`src/rtl/id_ex_stage.sv`:
```
// ID/EX pipeline register with load-use hazard detection, flush and hold control.
// Optional hazard-bubble counter enabled by defining ID_EX_STALL_CNT_EN.
module id_ex_stage (
  input  logic        clk,
  input  logic        rst,
  input  logic        RegDst_i,
  input  logic        ALUSrc_i,
  input  logic        MemtoReg_i,
  input  logic        RegWrite_i,
  input  logic        MemRead_i,
  input  logic        MemWrite_i,
  input  logic        Branch_i,
  input  logic [1:0]  ALUOp_i,
  input  logic [4:0]  rs_i,
  input  logic [4:0]  rt_i,
  input  logic [4:0]  rd_i,
  input  logic [31:0] rd1_i,
  input  logic [31:0] rd2_i,
  input  logic [31:0] imm_i,
  input  logic [5:0]  funct_i,
  input  logic        flush_i,
  input  logic        hold_i,
  output logic        RegDst_o,
  output logic        ALUSrc_o,
  output logic        MemtoReg_o,
  output logic        RegWrite_o,
  output logic        MemRead_o,
  output logic        MemWrite_o,
  output logic        Branch_o,
  output logic [1:0]  ALUOp_o,
  output logic [4:0]  rs_o,
  output logic [4:0]  rt_o,
  output logic [4:0]  rd_o,
  output logic [31:0] rd1_o,
  output logic [31:0] rd2_o,
  output logic [31:0] imm_o,
  output logic [5:0]  funct_o,
  output logic        pc_write,
  output logic        ifid_write,
  output logic [15:0] stall_cnt
);

  typedef struct packed {
    logic        reg_dst;
    logic        alu_src;
    logic        mem_to_reg;
    logic        reg_write;
    logic        mem_read;
    logic        mem_write;
    logic        branch;
    logic [1:0]  alu_op;
    logic [4:0]  rs;
    logic [4:0]  rt;
    logic [4:0]  rd;
    logic [31:0] rd1;
    logic [31:0] rd2;
    logic [31:0] imm;
    logic [5:0]  funct;
  } idex_t;

  localparam idex_t BUBBLE = '0;

  idex_t in_s;
  idex_t idex_d;
  idex_t idex_q;
  logic  load_use_s;

  assign in_s = '{reg_dst:    RegDst_i,
                  alu_src:    ALUSrc_i,
                  mem_to_reg: MemtoReg_i,
                  reg_write:  RegWrite_i,
                  mem_read:   MemRead_i,
                  mem_write:  MemWrite_i,
                  branch:     Branch_i,
                  alu_op:     ALUOp_i,
                  rs:         rs_i,
                  rt:         rt_i,
                  rd:         rd_i,
                  rd1:        rd1_i,
                  rd2:        rd2_i,
                  imm:        imm_i,
                  funct:      funct_i};

  // A load in EX whose destination feeds the instruction now in ID must wait one cycle.
  assign load_use_s = idex_q.mem_read && (idex_q.rt != 5'd0) &&
                      ((idex_q.rt == rs_i) || (idex_q.rt == rt_i));

  // Next-state selection: hold > flush > load-use bubble > normal load.
  always_comb begin
    idex_d = in_s;
    if (hold_i) begin
      idex_d = idex_q;
    end else if (flush_i) begin
      idex_d = BUBBLE;
    end else if (load_use_s) begin
      idex_d = BUBBLE;
    end else begin
      idex_d = in_s;
    end
  end

  // Upstream write enables.
  always_comb begin
    pc_write   = 1'b1;
    ifid_write = 1'b1;
    if (hold_i) begin
      pc_write   = 1'b0;
      ifid_write = 1'b0;
    end else if (flush_i) begin
      pc_write   = 1'b1;
      ifid_write = 1'b1;
    end else if (load_use_s) begin
      pc_write   = 1'b0;
      ifid_write = 1'b0;
    end else begin
      pc_write   = 1'b1;
      ifid_write = 1'b1;
    end
  end

  // Pipeline register.
  always_ff @(posedge clk or posedge rst) begin
    if (rst) begin
      idex_q <= BUBBLE;
    end else begin
      idex_q <= idex_d;
    end
  end

  assign RegDst_o   = idex_q.reg_dst;
  assign ALUSrc_o   = idex_q.alu_src;
  assign MemtoReg_o = idex_q.mem_to_reg;
  assign RegWrite_o = idex_q.reg_write;
  assign MemRead_o  = idex_q.mem_read;
  assign MemWrite_o = idex_q.mem_write;
  assign Branch_o   = idex_q.branch;
  assign ALUOp_o    = idex_q.alu_op;
  assign rs_o       = idex_q.rs;
  assign rt_o       = idex_q.rt;
  assign rd_o       = idex_q.rd;
  assign rd1_o      = idex_q.rd1;
  assign rd2_o      = idex_q.rd2;
  assign imm_o      = idex_q.imm;
  assign funct_o    = idex_q.funct;

`ifdef ID_EX_STALL_CNT_EN
  logic [15:0] stall_cnt_d;
  logic [15:0] stall_cnt_q;

  // Only load-use bubbles are counted; the count saturates.
  always_comb begin
    stall_cnt_d = stall_cnt_q;
    if (!hold_i && !flush_i && load_use_s && (stall_cnt_q != 16'hFFFF)) begin
      stall_cnt_d = stall_cnt_q + 16'd1;
    end else begin
      stall_cnt_d = stall_cnt_q;
    end
  end

  // Stall counter register.
  always_ff @(posedge clk or posedge rst) begin
    if (rst) begin
      stall_cnt_q <= 16'd0;
    end else begin
      stall_cnt_q <= stall_cnt_d;
    end
  end

  assign stall_cnt = stall_cnt_q;
`else
  assign stall_cnt = 16'h0000;
`endif

endmodule

```
`config.mk`:
```
export PLATFORM = sky130hd
export DESIGN_NAME = id_ex_stage
export DESIGN_NICKNAME = d
export VERILOG_FILES = /design/src/rtl/id_ex_stage.sv
export SDC_FILE = /design/constraint.sdc
export NUM_CORES = 1
export LEC_CHECK = 0
export ABC_CLOCK_PERIOD_IN_PS = 4700
export BUFFER_PORTS_ARGS = -buffer_cell sky130_fd_sc_hd__buf_2
export CAP_MARGIN = 5
export CORE_MARGIN = 5
export CORE_UTILIZATION = 47
export DETAILED_ROUTE_END_ITERATION = 8
export PLACE_DENSITY = 0.8
export SLEW_MARGIN = 20
export SYNTH_ARGS = -nofsm -noshare
export SYNTH_HDL_FRONTEND = slang
export SYNTH_SLANG_ARGS = --single-unit
```
`constraint.sdc`:
```
create_clock -name clk -period 4.7 [get_ports clk]
set_input_delay 0.235 -clock clk [delete_from_list [all_inputs] [get_ports clk]]
set_output_delay 0.235 -clock clk [all_outputs]
set_load 0.02 [all_outputs]
```
# Word-level counts from Yosys, hierarchy flattened
# Index checks and enable logic that the tools add are counted.
# totals
word_cells	26
in_bits	130
regBits	126
# op_classes
mux	5
n_reduce_logical	4
eq_ne	2
# op_table
op	count
126-bit 2-to-1 mux	2
5-bit == test	2
5-bit nonzero test	1
1-bit 2-to-1 mux	3
1-bit logical AND	2
1-bit logical OR	1

# Longest topological paths before layout
# Gate-level depths: netlist (run 1).
# logic_depth
depth_word	6
ltp_mapped	7

# Least setup slack after synthesis (run 1)
# OpenSTA, ideal clock, no wires.
# synth_path
path_type	register -> output
start	reg idex_q (netlist bit rt_o[3])
end	out pc_write
arrival_time_ns	2.209
stages_incl_launch_ff	7
n_path_buf	2
setup_slack_ns	2.256
cell_sequence	dfrtp_1 -> or4_1 -> o21ai_2 -> buf_2 -> nor2_1 -> a21oi_1 -> buf_4
# synth_between
elab_chain_len	6
# synth_rtl
item	line_no	source
from (decl)	65	idex_t idex_q;
from (signal assigned)	126	idex_q <= idex_d;
5-bit == test or 5-bit nonzero test (tied branches)	86, 85	
1-bit logical OR or 1-bit logical AND (tied branches)	86, 85	
1-bit logical AND *	85	assign load_use_s = idex_q.mem_read && (idex_q.rt != 5'd0) &&
1-bit 2-to-1 mux * (3 in a row)	--	
to (decl)	38	output logic pc_write,
# Every way passes the cells marked *; elsewhere a longest branch is shown, timed or not.

# Worst setup path after layout (run 1)
# layout_path
start	reg idex_q (netlist bit rt_o[4])
end	out pc_write
# layout_between
elab_chain_len	6
# layout_rtl
item	line_no	source
5-bit == test or 5-bit nonzero test (tied branches)	86, 85	
1-bit logical OR or 1-bit logical AND (tied branches)	86, 85	
1-bit logical AND *	85	
1-bit 2-to-1 mux *	112	end else if (load_use_s) begin
1-bit 2-to-1 mux *	109	end else if (flush_i) begin
1-bit 2-to-1 mux *	106	if (hold_i) begin
# Marked as above.

==> impl_metrics.env, run 1 <==
export IMPL_ys_flop_type="dfrtp_1"
export IMPL_syn_avg_cell_area_um2=9.73
export IMPL_insertion_delay_ns=0.40
export IMPL_vias=5723
export IMPL_drtPass1Iterations=5
export IMPL_met1_usage_pct=29.1
export IMPL_criticalPathCategory="register to output pin"
export IMPL_fin_ws_ns=1.68
export IMPL_nFillCells=1108
export IMPL_wl_per_cell_um=17.1
export IMPL_p_leak_nw=3.55
export IMPL_tritoncts="built"
export IMPL_drv_cap=0
export IMPL_synth_most_common_cell="nand2_1"
export IMPL_viasPerCell=5.69
export IMPL_wirelength_um=17200
export IMPL_place_congestion=0.793
export IMPL_track_usage_pct=22.2
export IMPL_drive_gt1_share_pct=35.2
export IMPL_numCtsBuffers=17
export IMPL_grtUsageMet2_pct=34.0
export IMPL_endpoint_kind="output pin"
export IMPL_synth_compound_area_share_pct=29.7
export IMPL_drtIter0Drc=496
export IMPL_setup_viol=0
export IMPL_synth_top_family_by_area="compound AO/OA/AOI/OAI gates"
export IMPL_dp_worst_setup_slack_ns=2.10
export IMPL_ios=274
export IMPL_row_count=41
export IMPL_nets=956
export IMPL_grt_pass1_vias=5192
export IMPL_synth_mux_area_fraction_pct=0
export IMPL_maxSlewViolCount=0
export IMPL_post_dp_cell_area_mm2=0.00718
export IMPL_ys_ff_latch=126
export IMPL_clock_sinks=126
export IMPL_synth_top_cell_area_share_pct=53.1
export IMPL_slew_limit_headroom_pct=27.5
export IMPL_synthDistinctLibCells=18
export IMPL_start_util_pct=47.4
export IMPL_grtUsageMet3_pct=7.33
export IMPL_portBuffers=257
export IMPL_htree_levels=4
export IMPL_post_route_util_pct=61.6
export IMPL_netlist_top_cells_area="dfrtp_1 (53%), a32oi_1 (19%), o21ai_0 (10%)"
export IMPL_cts_clk_slew_worst_paths_ns=0.05
export IMPL_max_freq_ghz=0.331
export IMPL_grt_overflow=0
export IMPL_dieArea_mm2=0.0150
export IMPL_cp_start_kind="register"
export IMPL_drc=0
export IMPL_busiest_layer="met2"
export IMPL_ys_warn_count=0
export IMPL_hold_violations=0
export IMPL_antenna_found_initial=0
export IMPL_fp_dieW_um=122
export IMPL_dp_hpwl_um=11100
export IMPL_finalCritPeriodShare_pct=64.2
export IMPL_coreArea_mm2=0.0125
export IMPL_synth_edff_count=0
export IMPL_design_area_mm2=0.00771
export IMPL_grt_pass1_wl_um=26700
export IMPL_tightest_slew_ns=1.09
export IMPL_setup_tns_ns=0
export IMPL_min_period_ns=3.02
export IMPL_worstPathArrival_ns=2.78
export IMPL_cts_buffer_depth=2
export IMPL_synth_top_area_cell="dfrtp_1"
export IMPL_detail_route_antenna_nets=0
export IMPL_area_delta_synth_final_pct=29.9
export IMPL_syn_inst=610
export IMPL_clockRootBuffer="clkbuf_16"
export IMPL_async_flop_share_pct=100
export IMPL_die_h_um=122
export IMPL_path_max_fanout=117
export IMPL_synth_area_mm2=0.00593
export IMPL_synth_common_cells="nand2_1 (128), a32oi_1 (126), dfrtp_1 (126)"
export IMPL_yosysSeqAreaShare_pct=53.1
export IMPL_pwr_density_cell_mw_per_mm2=431
export IMPL_peakVddDrop_mv=0.227
export IMPL_rsz0062_at_grt="false"
export IMPL_synthAdderAreaFrac_pct=0
export IMPL_synth_simple_gate_area_share_pct=8.52
export IMPL_min_delay_path_class="input port to register"
export IMPL_skew_ns=0.00546
export IMPL_cts_setup_buffers=0
export IMPL_outcome="completed"
export IMPL_critPathRequiredTime_ns=4.47
export IMPL_synth_xor_area_share_pct=1.48
export IMPL_grt_max_degree=137
export IMPL_antenna_cells=0
==> report_power, final <==
group | switching [mW] | internal [mW]
combinational | 0.566 | 0.271
sequential | 0.0956 | 1.24
clock | 0.424 | 0.723
total | 1.08 | 2.24
==> final timing paths <==
| path | from | to | slack, ns | cells after the start |
|---|---|---|---|---|
| max | rt_o[4] | pc_write | 1.68 | 6 |
| min | rd2_i[15] | rd2_o[15] | 0.07 | 3 |
| max reg2reg | rt_o[4] | imm_o[9] | 2.35 | 5 |
| min reg2reg | MemWrite_o | MemWrite_o | 0.48 | 2 |
| max in group asynchronous | rst | rd2_o[9] | 3.38 | 4 |
| min in group asynchronous | rst | funct_o[2] | 0.28 | 3 |
==> metrics by stage <==
stage          power, mW  hold WS [ns]  instances
3_5_place_dp        2.20         0.155        978
5_1_grt             3.49        0.0571       1005
3_3_place_gp        2.18         0.155        978
2_1_floorplan       1.88         0.362        625
4_1_cts             3.36        0.0474       1005
6_report            3.32        0.0671       1005
==> cells by family (layout without fill, tap and decap cells) <==
group	after synthesis	count (layout)
AO/OA/AOI/OAI	255	255
AND/OR/NAND/NOR	133	133
flip-flops	126	126
buffers and inverters	85	293
XOR/XNOR	10	10
other	1	16
==> flip-flops by register name (all words and copies together), names as in the netlist, 2 cells and up <==
register  flops
funct_o       6
imm_o        32
rt_o          5
rd_o          5
rd1_o        32
ALUOp_o       2
rd2_o        32
rs_o          5
==> metal layers <==
metal / wire length, um / share of wire (%)
met5: 0 / 0
met1: 6840 / 40
met2: 8150 / 47
met3: 1700 / 9.9
met4: 468 / 2.7
==> critical path, cell delays in order, from the launching register on <==
cell and delay (ns):
dfrtp_1 0.44, or4_1 0.57, o21ai_4 0.34, buf_12 0.41, nor2_1 0.08, a21oi_1 0.24, buf_2 0.21
==> final cells by class <==
class | count | area [um2] | share of cell area, %
well taps | 172 | 215 | 2.79
repair buffers | 266 | 1380 | 18.0
multi-input cells | 414 | 2440 | 31.6
flip-flops and latches | 126 | 3150 | 40.9
clock inverters | 2 | 10.0 | 0.130
inverters | 1 | 6.26 | 0.0812
clock buffers | 24 | 502 | 6.51
==> what timing repair did <==
item / in CTS / in global routing
gates resized for setup: 0 / 0
hold endpoints to repair: 12 / 0
hold buffers: 1 / 0
==> layout by cell type (no fill, tap or decap) <==
cell type / instances
a21oi_1: 1
a32oi_1: 126
buf_12: 2
buf_2: 256
buf_4: 7
clkbuf_1: 2
clkbuf_16: 17
clkbuf_8: 5
clkinv_2: 2
conb_1: 16
dfrtp_1: 126
dlygate4sd3_1: 1
inv_4: 1
nand2_1: 128
nand3_1: 2
nor2_1: 1
nor2_4: 1
o21ai_0: 119
o21ai_1: 7
o21ai_4: 1
o22ai_4: 1
or4_1: 1
xnor2_1: 10
Note: power is estimated with default switching activity, not from simulation.
==> inputs of run 2 (changes only) <==
- ABC_AREA: not set -> 1
- ABC_CLOCK_PERIOD_IN_PS: 4700 -> 2950
- clock period: 4.7 -> 2.95 ns (I/O delays scaled with it)
==> run 2 against run 1 <==
- final cell count rose by 29%
- worst hold slack worse by 0.030 ns
- non-clock buffer count is 1 higher
- area after synthesis rose by 2.1%
- global-route usage down 0.87 points
- die area increased by 1.9%
- core utilization up 1.4 points
- combinational power fell by 7.1%
- critical path type is now register to register
- largest power group unchanged
- highest routed layer is now met5
==> impl_metrics.env, run 2 <==
export IMPL_outcome="completed"
export IMPL_grt_max_degree=85
export IMPL_antenna_found_initial=1
export IMPL_final_common_cell="nand2_1"
export IMPL_drive_gt1_share_pct=26.6
export IMPL_ys_ff_latch=126
export IMPL_dp_hpwl_um=11600
export IMPL_detail_route_antenna_nets=0
export IMPL_most_common_layout_cells="nand2_1 (402), buf_2 (256), inv_1 (134), nor2_1 (132), dfrtp_1 (126)"
export IMPL_vias=5748
export IMPL_slew_limit_headroom_pct=43.3
export IMPL_cp_start_kind="register"
export IMPL_endpoint_kind="register"
export IMPL_cts_buffer_depth=2
export IMPL_criticalPathCategory="register to register"
export IMPL_async_flop_share_pct=100
export IMPL_tightest_slew_ns=0.850
export IMPL_start_util_pct=48.0
export IMPL_place_congestion=0.827
export IMPL_finalCritPeriodShare_pct=67.2
export IMPL_synth_compound_area_share_pct=0.0826
export IMPL_drtIter0Drc=316
export IMPL_ctsHoldBuffers=1
export IMPL_holdWs_ns=0.0368
export IMPL_finalNonFillerCells=1292
export IMPL_post_route_util_pct=62.9
export IMPL_maxSlewViolCount=0
export IMPL_synth_top_cell_area_share_pct=52.0
export IMPL_antenna_cells=0
export IMPL_rsz0062_at_grt="false"
export IMPL_synth_top_area_cell="dfrtp_1"
export IMPL_ios=274
export IMPL_hold_violations=0
export IMPL_synthDistinctLibCells=15
export IMPL_fp_dieW_um=124
export IMPL_cts_clk_slew_worst_paths_ns=0.05
export IMPL_setup_tns_ns=0
export IMPL_cts_setup_buffers=0
export IMPL_ys_flop_type="dfrtp_1"
export IMPL_path_max_fanout=58
export IMPL_pwr_density_cell_mw_per_mm2=585
export IMPL_row_count=41
export IMPL_wirelength_um=16200
export IMPL_synth_edff_count=0
export IMPL_nets=1238
export IMPL_clockRootBuffer="clkbuf_16"
export IMPL_syn_inst=864
export IMPL_min_delay_path_class="input port to register"
export IMPL_max_freq_ghz=0.504
export IMPL_p_leak_nw=5.30
export IMPL_regArea_mm2=0.00315
export IMPL_track_usage_pct=21.4
export IMPL_synthAdderAreaFrac_pct=0
export IMPL_numCtsBuffers=17
export IMPL_skew_ns=0.00815
export IMPL_drtPass1Iterations=4
export IMPL_wl_per_cell_um=12.6
export IMPL_grt_pass1_vias=5396
export IMPL_power_total_mw=4.64
export IMPL_nFillCells=1145
export IMPL_grt_overflow=0
export IMPL_min_period_ns=1.98
export IMPL_setup_viol=0
export IMPL_synth_common_cells="nand2_1 (403), inv_1 (135), nor2_1 (132)"
export IMPL_grt_pass1_wl_um=25600
export IMPL_peakVddDrop_mv=0.385
export IMPL_drv_cap=0
export IMPL_htree_levels=4
export IMPL_viasPerCell=4.45
export IMPL_synth_most_common_cell="nand2_1"
export IMPL_portBuffers=257
export IMPL_multi_input_area_mm2=0.00213
export IMPL_insertion_delay_ns=0.40
export IMPL_drc=0
export IMPL_place_inst=1260
export IMPL_tritoncts="built"
export IMPL_critPathRequiredTime_ns=3.29
export IMPL_cts_resized=0
export IMPL_synth_xor_area_share_pct=0.289
export IMPL_coreArea_mm2=0.0126
export IMPL_syn_avg_cell_area_um2=7.01
export IMPL_die_h_um=124
export IMPL_synth_top_family_by_area="simple AND/OR/NAND/NOR gates"
export IMPL_ys_warn_count=0
export IMPL_synth_area_mm2=0.00606
export IMPL_netlist_top_cells_area="dfrtp_1 (52%), nand2_1 (25%), inv_1 (8.4%)"
export IMPL_area_delta_synth_final_pct=31.1
export IMPL_dieArea_mm2=0.0153
export IMPL_synth_simple_gate_area_share_pct=33.6
export IMPL_worstPathArrival_ns=2.32
export IMPL_clock_sinks=126
export IMPL_yosysSeqAreaShare_pct=52.0
export IMPL_synth_mux_area_fraction_pct=0
run 2: cell types whose count changed in the layout (fill, tap and decap cells not counted), moves of 3 or more:
cell and change:
o21ai_0 -118, inv_1 +134, clkinv_2 +3, a32oi_1 -126, nand2_1 +274, o21ai_1 -7, nor2_1 +131, xnor2_1 -8
run 2: cell families (layout without fill, tap and decap cells):
family / Yosys count / after routing
compound gates: 1 / 1
xor+xnor: 2 / 2
buf+inv: 194 / 435
flops: 126 / 126
other cells: 1 / 16
simple gates: 540 / 540
run 2: worst paths after layout:
kind	slack [ns]	cells past startpoint	to	from
min reg2reg	0.47	2	rd2_o[18]	rd2_o[18]
max in group asynchronous	1.67	4	imm_o[18]	rst
min in group asynchronous	0.44	3	imm_o[4]	rst
max	0.97	10	rd2_o[3]	rt_o[0]
max reg2reg	0.97	10	rd2_o[3]	rt_o[0]
min	0.04	5	rd1_o[15]	rd1_i[15]
run 2: critical path, stage by stage, from the launching register on:
cell and delay [ns]:
dfrtp_1 0.44, nand2_1 0.08, inv_1 0.04, nor2_1 0.08, nor2_1 0.06, nand3_1 0.07
nand2_1 0.10, nand2_4 0.46, buf_4 0.40, nand2_1 0.10, nand2_1 0.07
run 2: area by class of cell:
cell class,instances,share of cell area [%]
flip-flops and latches,126,39.7
clock buffers,24,6.07
clock inverters,7,0.788
well taps,172,2.71
inverters,137,6.52
multi-input cells,559,26.8
repair buffers,267,17.4
run 2: routing by layer:
metal	part of all wire, %	global-route usage [%]
met1	41	26.8
met2	49	34.6
met3	7.5	5.44
met4	2.7	10.3
met5	0.043	0
run 2: metrics by stage:
step | cell area (um2) | worst slack, ns
after floorplan | 6120 | 1.25
after global routing | 7940 | 0.720
after CTS | 7940 | 0.950
after detailed placement | 7390 | 0.959
final | 7940 | 0.966
after global placement | 7390 | 1.01
run 2: where the power goes:
| part | switching [mW] | internal, mW |
|---|---|---|
| Sequential | 0.0842 | 1.87 |
| Combinational | 0.515 | 0.262 |
| Clock | 0.701 | 1.21 |
